==> config.mk <==
export PLATFORM = sky130hd
export DESIGN_NAME = reset_sequencer
export DESIGN_NICKNAME = d
export VERILOG_FILES = /design/src/rtl/reset_sequencer_pkg.sv /design/src/rtl/reset_sequencer_syn_block.sv /design/src/rtl/reset_sequencer.sv
export SDC_FILE = /design/constraint.sdc
export NUM_CORES = 1
export LEC_CHECK = 0
export ABC_AREA = 1
export CORE_ASPECT_RATIO = 1.5
export CORE_MARGIN = 4
export CORE_UTILIZATION = 40
export DETAILED_ROUTE_END_ITERATION = 8
export SETUP_SLACK_MARGIN = 0.1
export SLEW_MARGIN = 20
export SYNTH_ARGS = -nofsm -noshare
export SYNTH_HDL_FRONTEND = slang
export SYNTH_SLANG_ARGS = --single-unit
==> constraint.sdc <==
create_clock -name clk -period 2.5 [get_ports clk]
set_input_delay 0.5 -clock clk [delete_from_list [all_inputs] [get_ports clk]]
set_output_delay 0.5 -clock clk [all_outputs]
set_load 0.01 [all_outputs]
==> src/rtl/reset_sequencer_pkg.sv <==
// Shared definitions for the reset sequencer.
// Holds the state encodings, the cycle counter width and a small
// saturating-increment helper for the 8-bit event counters.
package reset_sequencer_pkg;

  localparam int unsigned CNT_W = 17;

  typedef logic [2:0] state_t;

  localparam state_t ST_WAIT_LOCK = 3'd0;
  localparam state_t ST_GT_RST    = 3'd1;
  localparam state_t ST_WAIT_GT   = 3'd2;
  localparam state_t ST_DP_RST    = 3'd3;
  localparam state_t ST_RUN       = 3'd4;

  function automatic logic [7:0] sat_inc8(input logic [7:0] v);
    return (v == 8'hFF) ? v : v + 8'd1;
  endfunction

endpackage

==> src/rtl/reset_sequencer_syn_block.sv <==
// syn_block: two-flop synchronizer for a single asynchronous bit.
// Ports:
//   clk      destination clock
//   rst      asynchronous active-high reset, clears both flops
//   enable   shift enable
//   data_in  asynchronous input
//   data_out synchronized output, two cycles behind data_in
module syn_block (
  input  logic clk,
  input  logic rst,
  input  logic enable,
  input  logic data_in,
  output logic data_out
);

  logic meta;

  always_ff @(posedge clk or posedge rst) begin
    if (rst) begin
      meta     <= 1'b0;
      data_out <= 1'b0;
    end else if (enable) begin
      meta     <= data_in;
      data_out <= meta;
    end
  end

endmodule

==> src/rtl/reset_sequencer.sv <==
// reset_sequencer: brings up system PLL, transceiver and datapath in order.
// Waits for a stable system PLL lock, pulses the transceiver reset, waits
// for transceiver lock/reset-done (retrying on timeout), holds the datapath
// in reset for a short time, then runs. Loss of system PLL lock anywhere
// after WAIT_LOCK requests a PLL re-reset and restarts the sequence.
// Ports:
//   clk             single system clock
//   g_reset         global reset, asynchronous active-high
//   dcm_locked      system PLL locked (async)
//   gt_pll_locked   transceiver PLL locked (async)
//   gt_reset_done   transceiver reset complete (async)
//   pll_reset_req   one-cycle system PLL re-reset request
//   gt_reset        transceiver reset, active-high
//   datapath_reset  datapath reset, active-high
//   system_ready    high only in RUN
//   gt_retry_count  saturating count of transceiver timeouts
//   lock_loss_count saturating count of system PLL lock losses
//   state_dbg       current state encoding
module reset_sequencer
  import reset_sequencer_pkg::*;
#(
  parameter int unsigned LOCK_STABLE_CYCLES = 1024,
  parameter int unsigned GT_RESET_CYCLES    = 64,
  parameter int unsigned GT_TIMEOUT_CYCLES  = 65536,
  parameter int unsigned DP_RESET_CYCLES    = 16
) (
  input  logic       clk,
  input  logic       g_reset,
  input  logic       dcm_locked,
  input  logic       gt_pll_locked,
  input  logic       gt_reset_done,
  output logic       pll_reset_req,
  output logic       gt_reset,
  output logic       datapath_reset,
  output logic       system_ready,
  output logic [7:0] gt_retry_count,
  output logic [7:0] lock_loss_count,
  output logic [2:0] state_dbg
);

  localparam logic [CNT_W-1:0] LOCK_LAST    = CNT_W'(LOCK_STABLE_CYCLES - 1);
  localparam logic [CNT_W-1:0] GT_RST_LAST  = CNT_W'(GT_RESET_CYCLES - 1);
  localparam logic [CNT_W-1:0] TIMEOUT_LAST = CNT_W'(GT_TIMEOUT_CYCLES - 1);
  localparam logic [CNT_W-1:0] DP_RST_LAST  = CNT_W'(DP_RESET_CYCLES - 1);

  logic dcm_locked_s;
  logic gt_pll_locked_s;
  logic gt_reset_done_s;

  syn_block u_sync_dcm (
    .clk      (clk),
    .rst      (g_reset),
    .enable   (1'b1),
    .data_in  (dcm_locked),
    .data_out (dcm_locked_s)
  );

  syn_block u_sync_gt_lock (
    .clk      (clk),
    .rst      (g_reset),
    .enable   (1'b1),
    .data_in  (gt_pll_locked),
    .data_out (gt_pll_locked_s)
  );

  syn_block u_sync_gt_done (
    .clk      (clk),
    .rst      (g_reset),
    .enable   (1'b1),
    .data_in  (gt_reset_done),
    .data_out (gt_reset_done_s)
  );

  state_t           state;
  state_t           state_nxt;
  logic [CNT_W-1:0] cnt;
  logic             lock_lost;
  logic             gt_timeout;

  // Lock loss overrides every other transition; in WAIT_GT a GT ready
  // seen on the timeout cycle wins over the retry.
  always_comb begin
    state_nxt  = state;
    lock_lost  = 1'b0;
    gt_timeout = 1'b0;
    if (state != ST_WAIT_LOCK && !dcm_locked_s) begin
      state_nxt = ST_WAIT_LOCK;
      lock_lost = 1'b1;
    end else begin
      case (state)
        ST_WAIT_LOCK: if (dcm_locked_s && cnt == LOCK_LAST) state_nxt = ST_GT_RST;
        ST_GT_RST:    if (cnt == GT_RST_LAST) state_nxt = ST_WAIT_GT;
        ST_WAIT_GT: begin
          if (gt_pll_locked_s && gt_reset_done_s) begin
            state_nxt = ST_DP_RST;
          end else if (cnt == TIMEOUT_LAST) begin
            state_nxt  = ST_GT_RST;
            gt_timeout = 1'b1;
          end
        end
        ST_DP_RST:    if (cnt == DP_RST_LAST) state_nxt = ST_RUN;
        ST_RUN:       if (!gt_pll_locked_s) state_nxt = ST_GT_RST;
        default:      state_nxt = ST_WAIT_LOCK;
      endcase
    end
  end

  // Counter clears on any state entry; in WAIT_LOCK it only counts
  // consecutive locked cycles. It is idle in RUN.
  always_ff @(posedge clk or posedge g_reset) begin
    if (g_reset) begin
      cnt <= '0;
    end else if (state_nxt != state) begin
      cnt <= '0;
    end else if (state == ST_WAIT_LOCK) begin
      cnt <= dcm_locked_s ? cnt + 1'b1 : '0;
    end else if (state != ST_RUN) begin
      cnt <= cnt + 1'b1;
    end
  end

  // Outputs are decoded from the next state so they switch together with it.
  always_ff @(posedge clk or posedge g_reset) begin
    if (g_reset) begin
      state           <= ST_WAIT_LOCK;
      pll_reset_req   <= 1'b0;
      gt_reset        <= 1'b1;
      datapath_reset  <= 1'b1;
      system_ready    <= 1'b0;
      gt_retry_count  <= '0;
      lock_loss_count <= '0;
    end else begin
      state           <= state_nxt;
      pll_reset_req   <= lock_lost;
      gt_reset        <= (state_nxt == ST_WAIT_LOCK) || (state_nxt == ST_GT_RST);
      datapath_reset  <= (state_nxt != ST_RUN);
      system_ready    <= (state_nxt == ST_RUN);
      if (gt_timeout) gt_retry_count <= sat_inc8(gt_retry_count);
      if (lock_lost)  lock_loss_count <= sat_inc8(lock_loss_count);
    end
  end

  assign state_dbg = state;

endmodule

# == Yosys cells after proc, flatten, opt, wreduce, memory -nomap -nowiden ==
# Index checks and enable logic that the tools add are counted.
# W data, S select, Z words.
# word_totals
ff_bits,46
latch_bits,0
ramBits,0
rom_bits,0
input_bits,5
out_inout_bits,23
word_cells,62
mem_count,0
# classes
add_sub_neg,3
multipliers,0
n_div,0
n_lt_le_gt_ge,0
eq_ne,15
n_shift,0
mux,17
n_bitwise,2
reduce_logical,11
# ops
op,n
$mux W17,4
$mux W3,7
$add A17 B1 Y17 const B,1
$eq A17 B10 Y1 const B,1
$eq A17 B16 Y1 const B,1
$eq A17 B4 Y1 const B,1
$eq A17 B6 Y1 const B,1
$add A8 B1 Y8 const B,2
$eq A8 B8 Y1 const B,2
$pmux W3 S5,1
$eq A3 B1 Y1 const B,2
$eq A3 B2 Y1 const B,2
$eq A3 B3 Y1 const B,2
$logic_not A3 Y1,2
$ne A3 B3 Y1 const B,2
$reduce_bool A3 Y1,2
$mux W1,5
$reduce_and A2 Y1,2
$logic_and A1 B1 Y1,3
$ne A3 B3 Y1,1
$not A1 Y1,2
$logic_not A1 Y1,1
$logic_or A1 B1 Y1,1

# == Logic depth before layout (Yosys ltp) ==
# depth
word_depth,7
depth_mapped,19
mapped_depth_nobuf,18

# == Modules after synthesis ==
# Synthesis repeated with hierarchy kept, for this count alone.
# unflattened
hier_cells,316
area_unflattened_um2,2549.9
# modules_own_cells
module,n_inst,cells_per_inst,area_per_inst_um2
reset_sequencer,1,286,2309.7
syn_block,3,10,80.1

# == Least setup slack after synthesis ==
# OpenSTA, ideal clock, no wires.
# synth_path
path_type,register to register
start,reg cnt[0]
end,reg cnt[11]
t_arrival_ps,2163
setup_slack_ps,209
path_stages_with_launch,19
period_less_slack_ps,2291
cell_sequence,dfrtp_1 ha_1 nand3_2 nor2_1 inv_1 nor4_1 inv_1 nor2_1 ha_1 a21oi_1 nor2_1 nor2_1 nand4_1 nand2_1 nand2_1 nand2_1 nand2_4 buf_12 nor2_4
# synth_via
elab_chain_cells,7
word_cells_on_any_way,19
classes_between,add/sub (1); eq/ne (5); mux (11); reduce/logical (2)
# synth_rtl
item,line,rtl
from (decl),reset_sequencer.sv:76,logic [CNT_W-1:0] cnt;
from (signal assigned),reset_sequencer.sv:116,cnt <= dcm_locked_s ? cnt + 1'b1 : '0;
from (signal assigned),reset_sequencer.sv:118,cnt <= cnt + 1'b1;
$eq A17 B16 Y1 or $eq A17 B10 Y1 (tied branches),"reset_sequencer.sv:96, reset_sequencer.sv:91",
$mux W3 or $logic_and A1 B1 Y1 (tied branches),"reset_sequencer.sv:96, reset_sequencer.sv:91",
"$mux W3, on equally long branches","reset_sequencer.sv:94, reset_sequencer.sv:91",
$pmux W3 S5,reset_sequencer.sv:90,case (state)
$mux W3,reset_sequencer.sv:86,if (state != ST_WAIT_LOCK && !dcm_locked_s) begin
$ne A3 B3 Y1,reset_sequencer.sv:113,end else if (state_nxt != state) begin
$reduce_bool A3 Y1 (no line) or $mux W17 (tied branches),n/a,
# Several ways; a longest one is shown, not always the timed one. The select of a mux whose other input is x is not followed.
# A chain may end at the register's enable or synchronous reset.

# == Worst setup path after layout ==
# layout_path
start,reg cnt[1]
end,reg cnt[14]
# The elaborated chain is that of the path after synthesis.

==> key figures <==
Final layout
  • Post-layout util: 54.99%
  • Antenna diode count: 0
  • Layout cells sized above 1: approximately a quarter
  • Final Net Count: 350
  • Final instance area: 0.003252 mm2
  • Area grow syn2layout: 30.93%

Clock network
  • Clock tree buffer depth: 2
  • CTS sink count: between 40 and 50
  • TritonCTS clock tree: yes
  • CTS Hold Buffers Added: 0
  • Clock Latency Late Sink: ~0.30 ns
  • Root buffer cell: clkbuf_8
  • TritonCTS buffer count: 5
  • H-tree depth: 2
  • Clk pin slew, worst setup/hold paths: 0.09 ns

Global route
  • Total track usage: around 16%
  • Initial antenna violation count: 0
  • Largest net degree at the start of global routing: 26
  • GR Util met1: between 10% and 20%
  • First-pass GRT wire length: 9515 um
  • GRT Max-Usage Layer: met2
  • Grt met3 use: ~3.6%
  • Met2 usage: between 20% and 30%
  • Vias in the first global route: between 2000 and 2500
  • GR Overflow Total: 0

Placed design
  • Port-buffer cells: 27
  • Area after DPL: slightly below 0.003 mm2
  • RD Place Congestion: ~0.87
  • Post-DP HPWL: just over 4000 um

Power
  • Clk pwr share: between 40% and 50%
  • Final Power: around 1.4 mW
  • NetSw: around 0.3 mW
  • P_leak: between 1 and 1.5 nW
  • Cell internal pwr: 1.078 mW
  • Combinational Power Share: about 4.4%
  • Maximum vdd drop: ~0.26 mV
  • Pwr/cell area: 425.8 mW/mm2
  • Switching Fraction: ~22%
  • Sequential power share: 54.9%

Route
  • Via count: roughly 2100
  • Vias per cell: around 5.0
  • Wirelength, routed: roughly 5600 um
  • Drt first pass iters: 4
  • # DRC: 0
  • Routed Antenna Nets: 0
  • Drt wl/cell: 13.62 um
  • Iteration-0 DRC count of the detailed router: 56

Floorplanning
  • # rows: 34
  • Starting Density: a little over two fifths
  • Die Span X: about 72 um
  • Full die area: 0.007560 mm2
  • Die H: roughly 100 um
  • Core Footprint: around 0.0059 mm2
  • Io pins: 28

Critical path
  • Critical path origin: cnt[1]
  • Crit path capture: cnt[14]
  • Reg-to-reg slack, setup: 0.09 ns
  • Startpoint Class: flip-flop
  • Critical path type: reg -> reg
  • CP Max Fanout: 8
  • Worst EP arrival: around 2.6 ns
  • RR Startpoint: cnt[1]
  • RR Endpoint: cnt[14]
  • Reg2Reg Depth: 18
  • Critical Path Sink Type: flip-flop
  • WP data required: ~2.7 ns

Outcome
  • Outcome: finished, final reports clean

STA
  • Final Hold Fails: 0
  • Fin. max-slew vios: 0
  • Setup Total Neg Slack: 0 ns
  • Slew margin rel.: between 70 and 80%
  • Peak Freq: just over 0.4 GHz
  • WHS: ~0.36 ns
  • Clock Skew: ~0.0067 ns
  • RSZ-0062 raised after global routing: yes
  • Worst-margin pin slew: ~0.44 ns
  • Final worst path period share: 96.24%
  • Final setup viols: 0
  • Final min period: about 2.4 ns

Job
  • Max-Cap Viols: 0

Synth
  • Syn avg cell area: around 8.5 um2
  • Ys Warns: 0
  • Sequential fraction of the synthesis area: 46.45%
  • Syn_nets: 300
  • Mapped Area: roughly 0.0025 mm2
  • #FFs+latches synth: 46
  • Gate Count Post-Synth: slightly below 300
  • Post-synth cell types: 33

Worst hold path
  • Worst Hold Class: reg -> reg
  • Number of cells on the worst hold path: 0
[stage by stage]
stage / setup slack, ns / cells
global placement: 0.08539 / 396
floorplan: 0.2093 / 291
detailed placement: -0.02249 / 396
CTS: 0.1120 / 407
global route: -0.1074 / 414
finish: 0.09400 / 414
[critical path: stages (launching register included)]
cell,delay [ns]
dfrtp_1,0.41
ha_4,0.18
nand3_4,0.09
nor2_4,0.11
inv_2,0.06
nor4_4,0.23
inv_1,0.08
nor2_2,0.14
ha_4,0.17
a21oi_2,0.03
nor2_1,0.11
nor2_1,0.06
nand4_1,0.09
nand2_1,0.08
nand2_1,0.08
nand2_2,0.07
nand2_4,0.10
buf_12,0.16
nor2_4,0.04
[power groups by stage]
stage          sequential (mW)  combinational [mW]  clock, mW
6_report                 0.760              0.0612      0.563
5_1_grt                  0.762              0.0691      0.610
4_1_cts                  0.758              0.0531      0.579
3_5_place_dp             0.774              0.0475          0
3_3_place_gp             0.774              0.0469          0
2_1_floorplan            0.772              0.0281          0
[layout make-up]
class / count / area, um2
Tap cell: 72 / 90.09
Timing Repair Buffer: 45 / 437.9
Clock inverter: 2 / 37.54
Clock buffer: 6 / 72.57
Inverter: 43 / 161.4
Fill cell: 529 / 2661
Multi-Input combinational cell: 200 / 1299
Sequential cell: 46 / 1154
[flip-flops by register name, indices dropped and copies added, names as in the netlist, 3 cells and up]
name and cells:
cnt 17, lock_loss_count 8, state_dbg 3, gt_retry_count 8
[synth_stat cells, drive strengths merged]
cell type	number	area [um2]
a21oi	8	40.04
a22o	1	8.760
and3	1	6.260
buf	1	20.02
clkbuf	1	3.750
clkinv	1	3.750
dfrtp	44	1101
dfstp	2	52.55
ha	4	50.05
inv	42	157.7
mux2	2	22.52
nand2	49	206.5
nand3	30	165.2
nand4	6	37.54
nor2	58	327.8
nor3	7	35.03
nor3b	1	12.51
nor4	2	18.77
o211ai	1	7.510
o21ai	16	87.58
o22ai	1	6.260
o31ai	1	7.510
xnor2	3	26.28
xor2	9	78.83
[timing repair]
item / in CTS / in global routing
endpoints found under the setup margin: 22 / 25
pin swaps: 0 / 20
buffers inserted: 3 / 7
resized for setup: 3 / 38
hold endpoints to repair: 0 / 0
cloned: 0 / 0
[cell families after synthesis]
group / count (synthesis) / synth area share, %
AO/OA/AOI/OAI: 28 / 6.348
XOR/XNOR: 12 / 4.232
adder cells (fa/ha/maj): 4 / 2.015
buffers and inverters: 45 / 7.456
flip-flops: 46 / 46.45
multiplexers: 2 / 0.9067
AND/OR/NAND/NOR: 154 / 32.59
[how the worst min path moves through the flow]
stage	startpoint	end	slack, ns
global placement	u_sync_dcm.meta	u_sync_dcm.data_out	0.33
finish	u_sync_gt_lock.meta	u_sync_gt_lock.data_out	0.36
floorplan	u_sync_dcm.meta	u_sync_dcm.data_out	0.33
CTS	u_sync_dcm.meta	u_sync_dcm.data_out	0.36
global route	u_sync_dcm.meta	u_sync_dcm.data_out	0.37
detailed placement	u_sync_dcm.meta	u_sync_dcm.data_out	0.34
[cell usage in the layout, fill, tap and decap left out, drive strengths merged, types with 2 or more instances in the layout]
cell           synthesis  routed
nor2                  58      58
dfrtp                 44      44
a21oi                  8       8
xor2                   9       9
nand2                 49      49
ha                     4       4
nand4                  6       6
dfstp                  2       2
buf                    1      18
o21ai                 16      16
xnor2                  3       3
inv                   42      42
nand3                 30      30
mux2                   2       2
nor3                   7       7
clkbuf                 1       6
clkdlybuf4s50          0      27
nor4                   2       2
[metal layers]
layer | wire, um | vias to the layer above
met5 | 0 | -
met4 | 127 | 0
met3 | 161 | 10
met2 | 3067 | 37
met1 | 2280 | 990
li1 | - | 1032
No activity file was read; power rests on OpenSTA's default activity.
